==> config.mk <==
export PLATFORM = sky130hd
export DESIGN_NAME = retire_unit
export DESIGN_NICKNAME = d
export VERILOG_FILES = /design/src/rtl/retire_unit.sv
export SDC_FILE = /design/constraint.sdc
export NUM_CORES = 1
export LEC_CHECK = 0
export CORE_MARGIN = 2
export CORE_UTILIZATION = 38
export DETAILED_ROUTE_END_ITERATION = 8
export MAX_ROUTING_LAYER = met4
export PLACE_DENSITY = 0.8
export SYNTH_ARGS = -nofsm -noshare
export SYNTH_HDL_FRONTEND = slang
export SYNTH_SLANG_ARGS = --single-unit
==> constraint.sdc <==
create_clock -name clk -period 3.8 [get_ports clk]
set_clock_uncertainty 0.1 [all_clocks]
set_input_delay 1.14 -clock clk [delete_from_list [all_inputs] [get_ports clk]]
set_output_delay 1.14 -clock clk [all_outputs]
set_load 0.005 [all_outputs]
==> src/rtl/retire_unit.sv <==
// In-order commit of up to two ROB head entries to the ARF, with store handoff to the LSQ.
// rob_pop is combinational; ARF writes and the retire pulse are registered. Stores stall commit until store_done.
module retire_unit #(
  parameter int XLEN          = 32,
  parameter int PREG_W        = 6,
  parameter int STORE_TIMEOUT = 64
) (
  input  logic              clk,
  input  logic              rstn,
  input  logic              head0_valid,
  input  logic              head0_complete,
  input  logic [XLEN-1:0]   head0_pc,
  input  logic [PREG_W-1:0] head0_dr_p,
  input  logic [PREG_W-1:0] head0_old_dr_p,
  input  logic [XLEN-1:0]   head0_data,
  input  logic              head0_reg_write,
  input  logic              head0_is_store,
  input  logic              head1_valid,
  input  logic              head1_complete,
  input  logic [XLEN-1:0]   head1_pc,
  input  logic [PREG_W-1:0] head1_dr_p,
  input  logic [PREG_W-1:0] head1_old_dr_p,
  input  logic [XLEN-1:0]   head1_data,
  input  logic              head1_reg_write,
  input  logic              head1_is_store,
  input  logic              store_done,
  input  logic              halt_in,
  output logic [1:0]        rob_pop,
  output logic [PREG_W-1:0] write_addr1,
  output logic [XLEN-1:0]   write_data1,
  output logic [PREG_W-1:0] old_addr1,
  output logic [PREG_W-1:0] write_addr2,
  output logic [XLEN-1:0]   write_data2,
  output logic [PREG_W-1:0] old_addr2,
  output logic [1:0]        write_en,
  output logic [XLEN-1:0]   pcRet,
  output logic              retire,
  output logic [31:0]       retired_count,
  output logic              store_err,
  output logic              done
);

  localparam int CNT_W = $clog2(STORE_TIMEOUT + 1);

  typedef enum logic {RUN, ST_WAIT} state_t;

  state_t           state, state_nxt;
  logic             en_q;
  logic [CNT_W-1:0] to_cnt;
  logic             r0, pop0, pop1, st_start, st_pop;

  // head1_pc is carried for symmetry with head0; slot 1 never hands a store to the LSQ.
  logic unused_head1_pc;
  assign unused_head1_pc = ^head1_pc;

  always_ff @(posedge clk or negedge rstn) begin
    if (!rstn) state <= RUN;
    else       state <= state_nxt;
  end

  always_comb begin
    state_nxt = state;
    case (state)
      RUN:     if (st_start)   state_nxt = ST_WAIT;
      ST_WAIT: if (store_done) state_nxt = RUN;
      default: state_nxt = RUN;
    endcase
  end

  // en_q holds commit off until the first edge after reset release.
  always_comb begin
    r0       = head0_valid & head0_complete & en_q & ~done;
    pop0     = 1'b0;
    pop1     = 1'b0;
    st_start = 1'b0;
    st_pop   = 1'b0;
    case (state)
      RUN: begin
        pop0     = r0 & ~head0_is_store;
        pop1     = pop0 & head1_valid & head1_complete & ~head1_is_store;
        st_start = r0 & head0_is_store;
      end
      ST_WAIT: st_pop = store_done;
      default: ;
    endcase
    rob_pop = pop1 ? 2'd2 : ((pop0 | st_pop) ? 2'd1 : 2'd0);
  end

  always_ff @(posedge clk or negedge rstn) begin
    if (!rstn) begin
      en_q          <= 1'b0;
      write_addr1   <= '0;
      write_data1   <= '0;
      old_addr1     <= '0;
      write_addr2   <= '0;
      write_data2   <= '0;
      old_addr2     <= '0;
      write_en      <= '0;
      pcRet         <= '0;
      retire        <= 1'b0;
      retired_count <= '0;
      store_err     <= 1'b0;
      done          <= 1'b0;
      to_cnt        <= '0;
    end else begin
      en_q          <= 1'b1;
      write_addr1   <= head0_dr_p;
      write_data1   <= head0_data;
      old_addr1     <= head0_old_dr_p;
      write_addr2   <= head1_dr_p;
      write_data2   <= head1_data;
      old_addr2     <= head1_old_dr_p;
      write_en      <= {pop1 & head1_reg_write & (|head1_dr_p),
                        pop0 & head0_reg_write & (|head0_dr_p)};
      retire        <= st_start;
      if (st_start) pcRet <= head0_pc;
      retired_count <= retired_count + 32'(rob_pop);
      if (halt_in & ~head0_valid & (state == RUN) & en_q) done <= 1'b1;
      // Counter saturates at the timeout so a very late store_done is still accepted.
      if (state == ST_WAIT) begin
        if (store_done) begin
          to_cnt <= '0;
        end else if (to_cnt != CNT_W'(STORE_TIMEOUT)) begin
          to_cnt <= to_cnt + CNT_W'(1);
          if (to_cnt + CNT_W'(1) == CNT_W'(STORE_TIMEOUT)) store_err <= 1'b1;
        end
      end
    end
  end

endmodule
==> results.py, run 1 <==
metrics = {
    "status": {
        "outcome": "completed",
    },
    "worst_setup_path": {
        "critPathMaxStageDelay_ps": 480,
        "slowest_stage": "clkdlybuf4s50_1",
        "r2r_start": "state$_DFF_PN0_",
        "critical_path_arrival_ps": 2480,
        "worstSetupPathDepth": 6,
        "crit_family": "buffers and inverters",
        "crit_type": "input port to output port",
        "ff2ff_path_depth": 11,
        "end_kind": "output port",
        "path_buf_inv": 3,
        "path_max_fanout": 3,
        "required_ps": 2560,
        "path_cells": "clkdlybuf4s50_1 -> nand2_1 -> nor4_1 -> buf_4 -> nor3b_2 -> clkdlybuf4s15_1",
        "r2r_end": "retired_count[26]$_DFF_PN0_",
        "rrSetupSlack_ps": 870,
        "cp-start-kind": "input port",
    },
    "sta": {
        "rsz0062_at_grt": "false",
        "setup_violations": 0,
        "min_period_ps": 3720,
        "slew_violations": 0,
        "slew_headroom_pct": 55.5,
        "hold_viol": 0,
        "period_share_pct": 97.9,
        "fmax_ghz": 0.269,
        "worst_pin_slew_ps": 661,
        "whs_ps": 377,
    },
    "floorplanning": {
        "row_count": 44,
        "fp.dieW_um": 126,
        "io_pins": 323,
        "start_util_pct": 38.8,
        "core_area_mm2": 0.0145,
        "dieArea_mm2": 0.0158,
        "die_h_um": 126,
    },
    "routing": {
        "post_drt_wl_per_cell_um": 18.3,
        "drtAntennaViolNets": 0,
        "drtIter0Drc": 262,
        "vias": 4127,
        "first_pass_iters": 4,
        "routed_wl_um": 16100,
        "avgViaCountPerCell": 4.71,
        "drc": 0,
    },
    "synth": {
        "synthesis.area_mm2": 0.00564,
        "yosys_most_used_dff": "dfrtp_1",
        "synth-seq-cells": 166,
        "yosysMostFrequentCell": "dfrtp_1",
        "ys_seq_area_share_pct": 73.6,
        "yosysWarnings": 0,
        "synth_top_cells_by_count": "dfrtp_1 (166), mux2_2 (30), nand2_1 (19)",
        "synth_area_leaders": "dfrtp_1 (74%), mux2_2 (6.0%), xnor2_1 (2.5%)",
        "synth.avg_cell_area_um2": 15.5,
        "yosysTopAreaCell": "dfrtp_1",
        "synth_top_area_share_pct": 73.6,
        "synthArstFlopShare_pct": 100,
        "ys_types": 42,
        "netlist_instances": 364,
        "synth_edf_count": 0,
        "syn-num-nets": 534,
    },
    "global_routing": {
        "first_global_vias": 4409,
        "grt_use_total_pct": 21.4,
        "antenna_found_initial": 0,
        "grt_overflow": 0,
        "grt_pass1_wl_um": 24900,
        "grt_max_degree": 72,
    },
    "power": {
        "seqPwrFrac_pct": 45.2,
        "cellPowerDensity_mw_per_mm2": 459,
        "switching_share_pct": 21.4,
        "ir_drop_uv": 380,
        "power.share.clock_pct": 42.3,
        "p_comb_share_pct": 12.6,
        "p_sw_w": 0.000935,
        "internal-power_w": 0.00343,
        "p_leak_nw": 4.17,
    },
    "clock_tree": {
        "clock_path_buffers": 2,
        "cts_setup_buffers": 0,
        "cts_hold_buf": 0,
        "clock-root-buffer": "clkbuf_16",
        "cts_sinks": 166,
        "clk_latency_ps": 430,
        "cts_htree_levels": 4,
        "path_clk_slew_ps": 60,
        "tritoncts": "done",
        "cts-buffers-inserted": 17,
    },
    "hold_path": {
        "whs_path_depth": 1,
        "hp-class": "flop to flop",
        "min_to": "retired_count[31]$_DFF_PN0_",
        "min-delay-start": "retired_count[31]$_DFF_PN0_",
    },
    "finish": {
        "diodes": 0,
        "syn2layout_area_growth_pct": 68.6,
        "drive_gt1_share_pct": 11.7,
        "fin_util_pct": 65.5,
        "nets": 850,
    },
    "placement": {
        "port_buffers": 290,
        "dp_hpwl_um": 12200,
        "place.gp.congestion": 0.823,
    },
    "flow_run": {
        "drv_cap": 0,
    },
}
## worst register-to-register path, delay by kind of cell (launching register included)
kind | cells | cell delay [ps]
and+or+nand+nor | 6 | 1330
adders and majority gates | 1 | 440
DFF | 1 | 420
buffers and inverters | 3 | 370
xor gates and xnor gates | 1 | 170
## what timing repair did
item                                   in CTS  in global routing
endpoints found under the hold margin       0                  0
resized for setup                           4                  1
setup endpoints to repair                   2                  2
pin swaps                                   1                  1
## kinds of logic after synthesis
kind of cell / synth area share, %
XOR/XNOR: 4.81
multiplexers: 6.56
buffers and inverters: 1.29
flip-flops: 73.6
AND/OR/NAND/NOR: 9.11
AO/OA/AOI/OAI: 3.10
other: 0.0664
adder cells (fa/ha/maj): 1.46
## per-layer routing
metal	vias up	part of all wire, %	global-route usage [%]
li1	1889	-	-
met3	24	6.1	6.33
met5	-	0	-
met1	2046	39	24.7
met2	168	53	36.3
met4	0	1.6	6.79
## layout make-up
type	count	area (um^2)
clock buffer	22	474
timing repair buffer	303	3030
inverter	11	41.3
clock inverter	10	168
fill	1081	5020
tap	184	230
multi-input combinational	181	1420
sequential	166	4150
## cell usage in the layout (no fill, tap or decap), types with 2 or more instances in the layout
| master | n |
|---|---|
| nor4_2 | 3 |
| nand2_1 | 19 |
| xnor2_1 | 16 |
| a21oi_1 | 3 |
| clkbuf_1 | 2 |
| mux2_2 | 30 |
| o311a_1 | 2 |
| ha_1 | 5 |
| or3_1 | 2 |
| nand2b_1 | 4 |
| clkdlybuf4s15_1 | 2 |
| a211oi_1 | 2 |
| buf_4 | 11 |
| nor3_1 | 7 |
| nand4_1 | 9 |
| inv_1 | 11 |
| dfrtp_1 | 166 |
| and3b_1 | 2 |
| clkdlybuf4s50_1 | 287 |
| nor4_1 | 2 |
| buf_12 | 2 |
| a22o_1 | 2 |
| xor2_1 | 15 |
| a21o_1 | 4 |
| nor2_1 | 7 |
| o21ai_0 | 6 |
| clkbuf_16 | 17 |
| bufinv_16 | 4 |
| clkinv_4 | 2 |
| and4_1 | 5 |
| nand3_1 | 13 |
| clkbuf_8 | 3 |
| mux2_1 | 2 |
| or4_1 | 3 |
| inv_6 | 2 |
| and3_1 | 5 |
## worst max-delay path by stage
stage,startpoint,end,slack (ps)
2_1_floorplan,head0_complete,retired_count[16]$_DFF_PN0_,300
3_3_place_gp,head0_valid,rob_pop[1],-290
3_5_place_dp,head0_valid,rob_pop[1],-280
4_1_cts,head0_valid,rob_pop[1],0.8
5_1_grt,head0_valid,rob_pop[1],1
6_report,head0_valid,rob_pop[1],80
## registers in the layout, indices dropped and copies added (netlist names)
| register | cells |
|---|---|
| retire | 1 |
| en_q | 1 |
| store_err | 1 |
| retired_count | 32 |
| write_en | 2 |
| done | 1 |
| write_data2 | 32 |
| to_cnt | 7 |
| write_addr2 | 6 |
| state | 1 |
| old_addr1 | 6 |
| write_addr1 | 6 |
| pcRet | 32 |
| old_addr2 | 6 |
| write_data1 | 32 |
## power groups by stage
stage	sequential (W)	combinational (W)	clock, W
detailed placement	0.00200	0.000554	0
finish	0.00197	0.000548	0.00185
global placement	0.00199	0.000541	0
CTS	0.00197	0.000560	0.00189
global route	0.00198	0.000587	0.00196
floorplan	0.00201	0.0000864	0
## per-stage QoR
stage	power [W]	setup TNS [ps]	instances	area, um^2	setup slack [ps]
CTS	0.00442	0	877	9520	0.781
global route	0.00453	0	877	9520	1.47
finish	0.00437	0	877	9520	79.5
global placement	0.00253	-1510	845	8870	-295
floorplan	0.00209	0	364	5640	298
detailed placement	0.00256	-1630	845	8870	-276
No activity file was read; power rests on OpenSTA's default activity.
==> run 2: changes to the inputs <==
Settings changed: CTS_CLUSTER_SIZE set to 16, SETUP_SLACK_MARGIN set to 0.05, SKIP_CTS_REPAIR_TIMING set to 1.
==> run 2 against run 1 <==
Die area unchanged. Sequential power about the same. Critical endpoint unchanged. Highest routed layer unchanged. Fmax up 0.76%. Hold slack about the same. Global-route usage barely moved. Core utilization increased by 0.052 points. Non-clock buffer count unchanged. Critical path depth is the same.
==> results.py, run 2 (synthesis gave the netlist of run 1 again) <==
metrics = {
    "sta": {
        "slew_headroom_pct": 55.3,
        "period_share_pct": 97.2,
        "rsz0062_at_grt": "false",
        "whs_ps": 377,
        "hold_viol": 0,
        "fmax_ghz": 0.271,
        "slew_violations": 0,
        "worst_pin_slew_ps": 663,
        "min_period_ps": 3690,
        "setup_violations": 0,
    },
    "floorplanning": {
        "row_count": 44,
        "dieArea_mm2": 0.0158,
        "core_area_mm2": 0.0145,
        "fp.dieW_um": 126,
        "die_h_um": 126,
        "io_pins": 323,
        "start_util_pct": 38.8,
    },
    "power": {
        "p_sw_w": 0.000936,
        "internal-power_w": 0.00343,
        "p_leak_nw": 4.19,
        "switching_share_pct": 21.4,
        "cellPowerDensity_mw_per_mm2": 458,
        "p_comb_share_pct": 12.6,
        "ir_drop_uv": 380,
        "power.share.clock_pct": 42.3,
        "seqPwrFrac_pct": 45.1,
    },
    "routing": {
        "post_drt_wl_per_cell_um": 18.4,
        "vias": 4155,
        "routed_wl_um": 16200,
        "avgViaCountPerCell": 4.74,
        "drtIter0Drc": 264,
        "drc": 0,
        "drtAntennaViolNets": 0,
        "first_pass_iters": 4,
    },
    "worst_setup_path": {
        "rrSetupSlack_ps": 870,
        "crit_type": "input port to output port",
        "slowest_stage": "clkdlybuf4s50_1",
        "critical_path_arrival_ps": 2450,
        "path_max_fanout": 3,
        "ff2ff_path_depth": 11,
        "cp-start-kind": "input port",
        "end_kind": "output port",
        "critPathMaxStageDelay_ps": 470,
        "path_cells": "clkdlybuf4s50_1 -> nand2_2 -> nor4_2 -> buf_4 -> nor3b_4 -> clkbuf_2",
        "r2r_end": "retired_count[26]$_DFF_PN0_",
        "required_ps": 2560,
        "r2r_start": "state$_DFF_PN0_",
    },
    "finish": {
        "layout_common_cells": "clkdlybuf4s50_1 (286), dfrtp_1 (166), mux2_2 (30), nand2_1 (18), clkbuf_16 (17)",
        "layout_commonest_cell": "clkdlybuf4s50_1",
        "drive_gt1_share_pct": 12.3,
        "diodes": 0,
        "nets": 850,
        "fin_util_pct": 65.5,
        "finalInstanceArea_mm2": 0.00952,
        "syn2layout_area_growth_pct": 68.7,
    },
    "hold_path": {
        "min-delay-start": "retired_count[31]$_DFF_PN0_",
        "whs_path_depth": 1,
        "min_to": "retired_count[31]$_DFF_PN0_",
        "hp-class": "flop to flop",
    },
    "clock_tree": {
        "tritoncts": "done",
        "cts-buffers-inserted": 17,
        "cts_sinks": 166,
        "path_clk_slew_ps": 60,
        "clock_path_buffers": 2,
        "cts_htree_levels": 4,
        "clock-root-buffer": "clkbuf_16",
        "clk_latency_ps": 430,
    },
    "global_routing": {
        "grtUsageMet2_pct": 36.2,
        "grt_pass1_wl_um": 24900,
        "grt_max_degree": 72,
        "antenna_found_initial": 0,
        "grt_use_total_pct": 21.4,
        "use_met1_pct": 24.7,
        "grt-busiest-layer": "met2",
        "use_met3_pct": 6.33,
        "first_global_vias": 4395,
        "grt_overflow": 0,
    },
    "status": {
        "outcome": "completed",
    },
    "placement": {
        "port_buffers": 290,
        "dpl_cell_area_mm2": 0.00887,
        "place.gp.congestion": 0.823,
        "dp_hpwl_um": 12200,
    },
    "flow_run": {
        "drv_cap": 0,
    },
}
==> run 2: cell count changes in the layout (fill, tap and decap cells not counted) <==
| cell | before | now |
|---|---|---|
| nor3b_2 | 1 | 0 |
| dlymetal6s2s_1 | 0 | 1 |
| nor4_1 | 2 | 1 |
| buf_2 | 0 | 1 |
| nand2_1 | 19 | 18 |
| nor4_2 | 3 | 4 |
| clkdlybuf4s50_1 | 287 | 286 |
| nor3b_4 | 0 | 1 |
| clkbuf_2 | 0 | 1 |
| clkdlybuf4s15_1 | 2 | 0 |
| nand2_2 | 0 | 1 |
==> run 2: per-layer routing <==
layer / share of wire (%) / up-vias / wire (um)
met5: 0 / - / 0
met4: 1.6 / 0 / 252
met3: 6.3 / 26 / 1010
met2: 53 / 176 / 8640
met1: 39 / 2062 / 6250
li1: - / 1891 / -
==> run 2: how the worst max path moves through the flow <==
stage	startpoint	to	slack [ps]	cells past startpoint
after floorplan	head0_complete	retired_count[16]$_DFF_PN0_	300	10
after global placement	head0_valid	rob_pop[1]	-290	6
after detailed placement	head0_valid	rob_pop[1]	-280	6
after CTS	head0_valid	rob_pop[1]	-310	6
after global routing	head0_complete	rob_pop[1]	30	6
final	head0_complete	rob_pop[1]	110	6
==> run 2: layout make-up <==
class,instances,area (um^2)
sequential,166,4150
timing repair buffer,303,3020
multi-input combinational,181,1440
inverter,11,41.3
tap,184,230
fill,1081,5010
clock buffer,22,474
clock inverter,10,168
==> run 2: through the flow <==
step                      setup slack [ps]  cells  power (W)  TNS, ps
final                                  108    877    0.00437        0
after global routing                  25.7    877    0.00453        0
after CTS                             -307    877    0.00442     -474
after detailed placement              -276    845    0.00256    -1630
after global placement                -295    845    0.00253    -1510
after floorplan                        298    364    0.00209        0
==> run 2: power by group through the flow <==
stage	logic [W]	registers, W	clock network [W]
CTS	0.000560	0.00197	0.00189
global route	0.000588	0.00198	0.00196
finish	0.000550	0.00197	0.00185
floorplan	0.0000864	0.00201	0
global placement	0.000541	0.00199	0
detailed placement	0.000554	0.00200	0
==> run 2: critical path: cells and delay by family <==
family / cells / cell delay (ps)
simple gates: 3 / 510
buf+inv: 3 / 790
